File: src/rtl/sd_spi_arbiter.sv
// Single-owner scheduler for the SD-card SPI bus: init engine first, then
// round-robin read/write grants, with a forced idle gap and per-grant timeout.
module sd_spi_arbiter #(
  parameter int unsigned GAP_CYC = 8,
  parameter int unsigned TIMEOUT = 65535,
  parameter int unsigned TO_W    = 16
) (
  input  logic sd_ck,
  input  logic rst_n,
  input  logic init_req,
  output logic init_start,
  input  logic init_ok,
  input  logic init_mosi,
  input  logic init_csn,
  input  logic rd_req,
  output logic rd_gnt,
  input  logic rd_done,
  input  logic rd_mosi,
  input  logic rd_csn,
  input  logic wr_req,
  output logic wr_gnt,
  input  logic wr_done,
  input  logic wr_mosi,
  input  logic wr_csn,
  input  logic err_clr,
  output logic sd_mosi,
  output logic sd_csn,
  output logic busy,
  output logic err
);

  localparam int unsigned GAP_W = $clog2(GAP_CYC + 1);

  typedef enum logic [2:0] {
    S_UNINIT,
    S_INIT,
    S_READY,
    S_GNT_RD,
    S_GNT_WR,
    S_GAP,
    S_ERR
  } state_t;

  state_t            state, state_nxt;
  logic [TO_W-1:0]   to_cnt, to_cnt_nxt;
  logic [GAP_W-1:0]  gap_cnt, gap_cnt_nxt;
  logic              last_wr, last_wr_nxt;
  logic              to_exp;

  // Expiry is taken on the edge where the count would reach 0, so a grant
  // occupies the bus for exactly TIMEOUT cycles.
  assign to_exp = (to_cnt <= TO_W'(1));

  always_ff @(negedge sd_ck or negedge rst_n) begin
    if (!rst_n) begin
      state   <= S_UNINIT;
      to_cnt  <= '0;
      gap_cnt <= '0;
      last_wr <= 1'b1;
    end else begin
      state   <= state_nxt;
      to_cnt  <= to_cnt_nxt;
      gap_cnt <= gap_cnt_nxt;
      last_wr <= last_wr_nxt;
    end
  end

  always_comb begin
    state_nxt   = state;
    to_cnt_nxt  = to_cnt;
    gap_cnt_nxt = gap_cnt;
    last_wr_nxt = last_wr;
    case (state)
      S_UNINIT: begin
        if (init_req) begin
          state_nxt  = S_INIT;
          to_cnt_nxt = TO_W'(TIMEOUT);
        end
      end
      S_INIT: begin
        if (init_ok) begin
          state_nxt   = S_GAP;
          gap_cnt_nxt = GAP_W'(GAP_CYC - 1);
        end else if (to_exp) begin
          state_nxt = S_ERR;
        end else begin
          to_cnt_nxt = to_cnt - TO_W'(1);
        end
      end
      S_READY: begin
        if (rd_req && (!wr_req || last_wr)) begin
          state_nxt   = S_GNT_RD;
          last_wr_nxt = 1'b0;
          to_cnt_nxt  = TO_W'(TIMEOUT);
        end else if (wr_req) begin
          state_nxt   = S_GNT_WR;
          last_wr_nxt = 1'b1;
          to_cnt_nxt  = TO_W'(TIMEOUT);
        end
      end
      S_GNT_RD: begin
        if (rd_done) begin
          state_nxt   = S_GAP;
          gap_cnt_nxt = GAP_W'(GAP_CYC - 1);
        end else if (to_exp) begin
          state_nxt = S_ERR;
        end else begin
          to_cnt_nxt = to_cnt - TO_W'(1);
        end
      end
      S_GNT_WR: begin
        if (wr_done) begin
          state_nxt   = S_GAP;
          gap_cnt_nxt = GAP_W'(GAP_CYC - 1);
        end else if (to_exp) begin
          state_nxt = S_ERR;
        end else begin
          to_cnt_nxt = to_cnt - TO_W'(1);
        end
      end
      S_GAP: begin
        if (gap_cnt == '0) begin
          state_nxt = S_READY;
        end else begin
          gap_cnt_nxt = gap_cnt - GAP_W'(1);
        end
      end
      S_ERR: begin
        if (err_clr) begin
          state_nxt = S_UNINIT;
        end
      end
      default: state_nxt = S_UNINIT;
    endcase
  end

  // Bus mux is driven straight from the registered owner: no added latency.
  always_comb begin
    sd_mosi = 1'b1;
    sd_csn  = 1'b1;
    case (state)
      S_INIT: begin
        sd_mosi = init_mosi;
        sd_csn  = init_csn;
      end
      S_GNT_RD: begin
        sd_mosi = rd_mosi;
        sd_csn  = rd_csn;
      end
      S_GNT_WR: begin
        sd_mosi = wr_mosi;
        sd_csn  = wr_csn;
      end
      default: ;
    endcase
  end

  assign init_start = (state == S_INIT);
  assign rd_gnt     = (state == S_GNT_RD);
  assign wr_gnt     = (state == S_GNT_WR);
  assign err        = (state == S_ERR);
  assign busy       = (state == S_INIT) || (state == S_GNT_RD) ||
                      (state == S_GNT_WR) || (state == S_GAP);

endmodule

File: config.mk
export PLATFORM = sky130hd
export DESIGN_NAME = sd_spi_arbiter
export DESIGN_NICKNAME = d
export VERILOG_FILES = /design/src/rtl/sd_spi_arbiter.sv
export SDC_FILE = /design/constraint.sdc
export NUM_CORES = 1
export LEC_CHECK = 0
export CAP_MARGIN = 20
export CORE_MARGIN = 2
export CORE_UTILIZATION = 45
export CTS_CLUSTER_DIAMETER = 120
export DETAILED_ROUTE_END_ITERATION = 16
export GPL_TIMING_DRIVEN = 0
export PLACE_DENSITY_LB_ADDON = 0.12
export SETUP_SLACK_MARGIN = 0.05
export SLEW_MARGIN = 20
export SYNTH_ARGS = -nofsm -noshare
export SYNTH_HDL_FRONTEND = slang
export SYNTH_SLANG_ARGS = --single-unit
export TNS_END_PERCENT = 10
File: constraint.sdc
create_clock -name sd_ck -period 2.3 [get_ports sd_ck]
set_input_delay 0.575 -clock sd_ck [delete_from_list [all_inputs] [get_ports sd_ck]]
set_output_delay 0.575 -clock sd_ck [all_outputs]
set_load 0.05 [all_outputs]
==> flow_summary.toml, run 1 <==
[power]
p_leak_nw = 0.944
total_power_mw = 3.03
peakVddDrop_v = 0.000457
pwr-share-comb_pct = 71.5
power_frac_seq_pct = 19.7
powerDensity_nw_per_um2 = 1250
pwr-share-clk_pct = 8.7
swShare_pct = 46.1
intPower_mw = 1.64
p_switching_mw = 1.40

[critical_path]
startpoint = "state[0]$_DFFE_NN0P_"
start_kind = "flip-flop"
crit_path_end = "sd_mosi"
rrSetupSlack_ps = 110
criticalPathCategory = "reg2out"
cp.arrival_ps = 2720
rr_endpoint = "to_cnt[9]$_DFFE_NN0P_"
crit_required_ps = 1730
r2r_start = "to_cnt[0]$_DFFE_NN0P_"
endpoint_kind = "output port"
r2r_cells = 7
cp_max_fo = 6

[synthesis]
syn_area_per_cell_um2 = 8.51
yosys_warnings = 0
synth.most_common_cell = "dfrtn_1"
netlist_top_cells_area = "dfrtn_1 (34%), a21oi_1 (5.6%), nor2_1 (4.4%), o21ai_0 (4.4%), o31ai_1 (3.1%)"
yosysTopAreaCell = "dfrtn_1"
ys_seq_area_share_pct = 35.2
yosysTopAreaCellShare_pct = 33.7
synth_edf_count = 0
ys_types = 52
netlist_area_um2 = 1710
synth_flop_cell = "dfrtn_1"
synth_common_cells = "dfrtn_1 (23), nor2_1 (20), a21oi_1 (19)"
ys_seq_elements = 24
synth-async-reset-ratio_pct = 100
syn_nets = 219
netlist_instances = 201

[clock_network]
clockBufferDepth = 2
path_clk_slew_ps = 60
clk_latency_ps = 330
h-tree-depth = 1
cts_tree = "built"
root_buffer = "clkbuf_8"
cts_buffers = 3
hold_buffers = 0
cts.sinks = 24

[global_route]
grt_pass1_vias = 1715
grt_max_degree = 25
grt_pass1_wl_um = 7750
grt_usage_pct = 23.1
antenna_found_initial = 0
gr-total-overflow = 0

[die]
std_cell_rows = 22
core_um2 = 3660
dieArea_um2 = 4310
fp.dieH_um = 65.7
io_pins = 22
die-width_um = 65.7
start_util_pct = 46.7

[placed_design]
place_hpwl_um = 3240
dpl_cell_area_um2 = 2090
place_ws_ps = -1410
io_buffer_count = 21
gp_congestion = 0.874

[timing]
fin_ws_ps = -996
rsz0062_at_grt = "yes"
finalSetupViolCount = 30
tightest_slew_ps = 803
fin_setup_tns_ps = -13210
max_slew_margin_pct = 46.0
hold_viol = 0
drv_slew = 0
skew_ps = 50.8

[detailed_routing]
drtPass1Iterations = 4
drtIter0Drc = 112
routed_wl_um = 4930
vias_per_cell = 6.01
wl_per_cell_um = 16.8
postRouteAntennaNets = 0
drc = 0
num_vias = 1761

[outcome]
outcome = "finished with violations"
violations = "setup timing"

[finish]
nets = 264
fin_area_um2 = 2420
area_delta_synth_final_pct = 41.7
diodes = 0
drive_above_1_share_pct = 29.8

[flow_run]
drv_cap = 0

[hold_path]
hold_path_class = "reg2reg"
cell usage in the layout, fill, tap and decap left out, types with 3 or more instances in the layout:
cell	synthesis	routed
inv_1	11	10
o31ai_1	7	6
buf_6	1	11
nand2b_1	5	3
buf_8	0	6
o22a_1	5	3
a21oi_1	19	19
nand3_1	6	6
nand2_1	11	10
nor2_1	20	19
or4_1	3	3
and2_1	3	3
ha_1	3	3
clkdlybuf4s50_1	0	8
o21ai_0	15	11
a31oi_1	7	7
buf_4	0	16
dfrtn_1	23	23
nor4_1	5	4
o41ai_1	5	5
o21ai_2	1	3
nor3_1	5	3
clkbuf_8	0	5
per-stage QoR:
step,util (%),hold WS [ps],cells
finish,66.2,417,293
CTS,63.6,423,285
detailed placement,57.0,422,270
floorplan,-,391,201
global placement,57.0,411,270
global route,66.2,450,293
area by class of cell:
type / count / area [um^2]
fillers: 288 / 1240
multi-input cells: 159 / 1200
flip-flops and latches: 24 / 602
repair buffers: 40 / 395
plain buffers: 7 / 80.1
well taps: 48 / 60.1
clock buffers: 3 / 41.3
inverters: 10 / 41.3
clock inverters: 2 / 7.51
kinds of logic (layout without fill, tap and decap cells):
| kind of cell | after synthesis | in the layout | share of synthesized area, % |
|---|---|---|---|
| AO/OA/AOI/OAI | 77 | 77 | 31.2 |
| adder cells (fa/ha/maj) | 3 | 3 | 2.19 |
| buffers and inverters | 18 | 62 | 4.54 |
| flip-flops | 24 | 24 | 35.2 |
| multiplexers | 2 | 2 | 1.46 |
| AND/OR/NAND/NOR | 77 | 77 | 25.5 |
sequential cells by signal (all words and copies together), names as in the netlist:
| name | count |
|---|---|
| gap_cnt | 4 |
| last_wr | 1 |
| state | 3 |
| to_cnt | 16 |
metal layers:
| layer | wire length (um) | share of wire [%] | global-route usage [%] | vias up |
|---|---|---|---|---|
| met2 | 2610 | 53 | 42.2 | 49 |
| li1 | - | - | - | 856 |
| met3 | 155 | 3.1 | 2.74 | 4 |
| met1 | 2120 | 43 | 28.1 | 852 |
| met5 | 0 | 0 | 0 | - |
| met4 | 35 | 0.71 | 7.03 | 0 |
timing repair:
item / in CTS / in global routing
endpoints found under the setup margin: 54 / 30
buffers inserted: 11 / 8
hold endpoints to repair: 0 / 0
pin swaps: 9 / 8
resized for setup: 93 / 15
power by group through the flow:
stage | registers [mW] | logic, mW | clock network (mW)
finish | 0.598 | 2.17 | 0.265
global route | 0.608 | 2.32 | 0.295
CTS | 0.601 | 1.97 | 0.275
detailed placement | 0.614 | 1.66 | 0.00544
global placement | 0.607 | 1.62 | 0.00544
floorplan | 0.593 | 1.29 | 0.00544
worst max-delay path, cell delays in order, from the launching register on:
cell,delay (ps)
dfrtn_1,350
buf_6,140
buf_8,120
nand2b_4,140
o22a_1,200
o22a_4,190
buf_8,140
how the worst min path moves through the flow:
| stage | startpoint | end | slack (ps) | depth (start not counted) |
|---|---|---|---|---|
| detailed placement | to_cnt[8]$_DFFE_NN0P_ | to_cnt[8]$_DFFE_NN0P_ | 420 | 1 |
| global placement | to_cnt[8]$_DFFE_NN0P_ | to_cnt[8]$_DFFE_NN0P_ | 410 | 1 |
| CTS | to_cnt[8]$_DFFE_NN0P_ | to_cnt[8]$_DFFE_NN0P_ | 420 | 1 |
| floorplan | to_cnt[15]$_DFFE_NN0P_ | to_cnt[15]$_DFFE_NN0P_ | 390 | 1 |
| global route | to_cnt[15]$_DFFE_NN0P_ | to_cnt[15]$_DFFE_NN0P_ | 450 | 1 |
| finish | to_cnt[15]$_DFFE_NN0P_ | to_cnt[15]$_DFFE_NN0P_ | 420 | 1 |
Note: power is estimated with default switching activity, not from simulation.
==> inputs of run 2 (changes only) <==
--- a/config.mk
+++ b/config.mk
@@ -9,9 +9,11 @@
 export CORE_MARGIN = 2
 export CORE_UTILIZATION = 45
 export CTS_CLUSTER_DIAMETER = 120
+export CTS_CLUSTER_SIZE = 25
 export DETAILED_ROUTE_END_ITERATION = 16
 export GPL_TIMING_DRIVEN = 0
-export PLACE_DENSITY_LB_ADDON = 0.12
+export PLACE_DENSITY = 0.67
+export RECOVER_POWER = 50
 export SETUP_SLACK_MARGIN = 0.05
 export SLEW_MARGIN = 20
 export SYNTH_ARGS = -nofsm -noshare
==> run 2 against run 1 <==
Effect of this change: the run still ends with setup timing left; clock power fell by 3%; sequential share of layout area shrank 0.42 points; die area did not move; total power up 2.4%; worst setup slack better by 34 ps; utilization up 1.1 points; routed wire length fell by 7.1%; sequential cell count unchanged; critical path type unchanged; largest power group unchanged.
==> flow_summary.toml, run 2 (synthesis gave the netlist of run 1 again) <==
[critical_path]
crit_buf_inv = 2
cp_cell_sequence = "buf_8 -> nand2b_4 -> o22a_1 -> o22a_4 -> buf_8"
slowest_stage = "dfrtn_1"
endpoint_kind = "output port"
cp.arrival_ps = 2690
start_kind = "flip-flop"
cp_max_fo = 5
crit_required_ps = 1730
crit_path_frequent_cell = "buf_8"
path_delay_family = "flip-flops"
rrSetupSlack_ps = 100
cpPeakStageDelay_ps = 530
criticalPathCategory = "reg2out"

[power]
pwr-share-comb_pct = 72.5
peakVddDrop_v = 0.000535
swShare_pct = 45.0
pwr-share-clk_pct = 8.3
power_frac_seq_pct = 19.2
powerDensity_nw_per_um2 = 1260
p_switching_mw = 1.40
intPower_mw = 1.71
p_leak_nw = 0.994
total_power_mw = 3.10

[clock_network]
h-tree-depth = 1
clk_latency_ps = 320
hold_buffers = 0
cts_buffers = 3
cts.sinks = 24
clockBufferDepth = 2
root_buffer = "clkbuf_8"
cts_tree = "built"
path_clk_slew_ps = 60

[global_route]
grt_pass1_wl_um = 7660
grt_pass1_vias = 1668
gr-total-overflow = 0
grt_max_degree = 25
antenna_found_initial = 0
grt_usage_pct = 22.6

[timing]
holdWs_ps = 421
tightest_slew_ps = 780
max_slew_margin_pct = 47.5
drv_slew = 0
hold_viol = 0
fin_ws_ps = -961
fin_setup_tns_ps = -12830
finalSetupViolCount = 30
rsz0062_at_grt = "yes"
skew_ps = 49.3

[die]
die-width_um = 65.7
dieArea_um2 = 4310
fp.dieH_um = 65.7
io_pins = 22
start_util_pct = 46.7
std_cell_rows = 22
core_um2 = 3660

[flow_run]
drv_cap = 0

[finish]
fin_area_um2 = 2460
final_cell_count_no_fill = 297
regMostFlops = "to_cnt"
diodes = 0
nets = 268
fillerInstances = 279
largest_reg_flops = 16
area_delta_synth_final_pct = 44.1
drive_above_1_share_pct = 31.3
layout.cells.most_common = "dfrtn_1"
final_core_util_pct = 67.3
biggestRegsByFlops = "to_cnt: 16 flops, gap_cnt: 4 flops, state: 3 flops"
final_cell_mix = "dfrtn_1 (23), buf_4 (20), nor2_1 (19)"

[hold_path]
hold_path_class = "reg2reg"

[placed_design]
gp_congestion = 0.905
dpl_cell_area_um2 = 2090
dp_cells = 270
place_hpwl_um = 3130
io_buffer_count = 21
place_ws_ps = -1410

[outcome]
violations = "setup timing"
outcome = "finished with violations"

[detailed_routing]
drc = 0
postRouteAntennaNets = 0
num_vias = 1751
vias_per_cell = 5.90
routed_wl_um = 4580
drtPass1Iterations = 4
wl_per_cell_um = 15.4
drtIter0Drc = 82
## run 2: cell count changes in the layout (fill, tap and decap cells not counted), sizes merged
cell,before,now
clkdlybuf4s15,2,1
dlygate4sd2,1,2
clkinv,1,0
buf,33,38
## run 2: per-layer routing
layer	share of wire, %	GRT usage (%)	vias up
li1	-	-	860
met2	51	39.6	46
met3	4.0	2.40	4
met4	0.92	5.73	0
met1	44	29.5	841
met5	0	0	-
## run 2: cell type report
class | count | area, um^2 | area share [%]
plain buffers | 7 | 81.3 | 3.30
clock buffers | 4 | 45.0 | 1.83
multi-input cells | 159 | 1210 | 49.1
well taps | 48 | 60.1 | 2.44
flip-flops and latches | 24 | 602 | 24.4
clock inverters | 1 | 3.75 | 0.152
inverters | 10 | 43.8 | 1.78
repair buffers | 44 | 419 | 17.0
## run 2: path summary, 6_finish.rpt
| path | startpoint | to | cells after the start |
|---|---|---|---|
| max in group asynchronous | rst_n | last_wr$_DFFE_NN1P_ | 1 |
| hold / removal | to_cnt[15]$_DFFE_NN0P_ | to_cnt[15]$_DFFE_NN0P_ | 1 |
| setup / recovery | state[2]$_DFFE_NN0P_ | sd_mosi | 5 |
| hold reg to reg | to_cnt[15]$_DFFE_NN0P_ | to_cnt[15]$_DFFE_NN0P_ | 1 |
| setup reg to reg | to_cnt[12]$_DFFE_NN0P_ | to_cnt[6]$_DFFE_NN0P_ | 5 |
| min in group asynchronous | rst_n | to_cnt[10]$_DFFE_NN0P_ | 1 |
## run 2: power groups by stage
| stage | Clock (mW) | Combinational, mW | Sequential, mW |
|---|---|---|---|
| detailed placement | 0.00544 | 1.67 | 0.610 |
| global placement | 0.00544 | 1.64 | 0.607 |
| global route | 0.280 | 2.43 | 0.609 |
| CTS | 0.267 | 2.05 | 0.588 |
| finish | 0.256 | 2.25 | 0.596 |
| floorplan | 0.00544 | 1.29 | 0.593 |
## run 2: what timing repair did
item	4_1_cts	5_1_grt
setup endpoints to repair	54	30
pin swaps	11	6
buffers inserted	16	7
cloned	0	0
resized for setup	85	22
==> inputs of run 3 (changes only) <==
--- a/config.mk
+++ b/config.mk
@@ -13,8 +13,7 @@
 export DETAILED_ROUTE_END_ITERATION = 16
 export GPL_TIMING_DRIVEN = 0
 export PLACE_DENSITY = 0.67
-export RECOVER_POWER = 50
-export SETUP_SLACK_MARGIN = 0.05
+export SETUP_SLACK_MARGIN = 0.02
 export SLEW_MARGIN = 20
 export SYNTH_ARGS = -nofsm -noshare
 export SYNTH_HDL_FRONTEND = slang
==> results of run 3 <==
Final layout, timing and power as in run 2 (identical DEF).
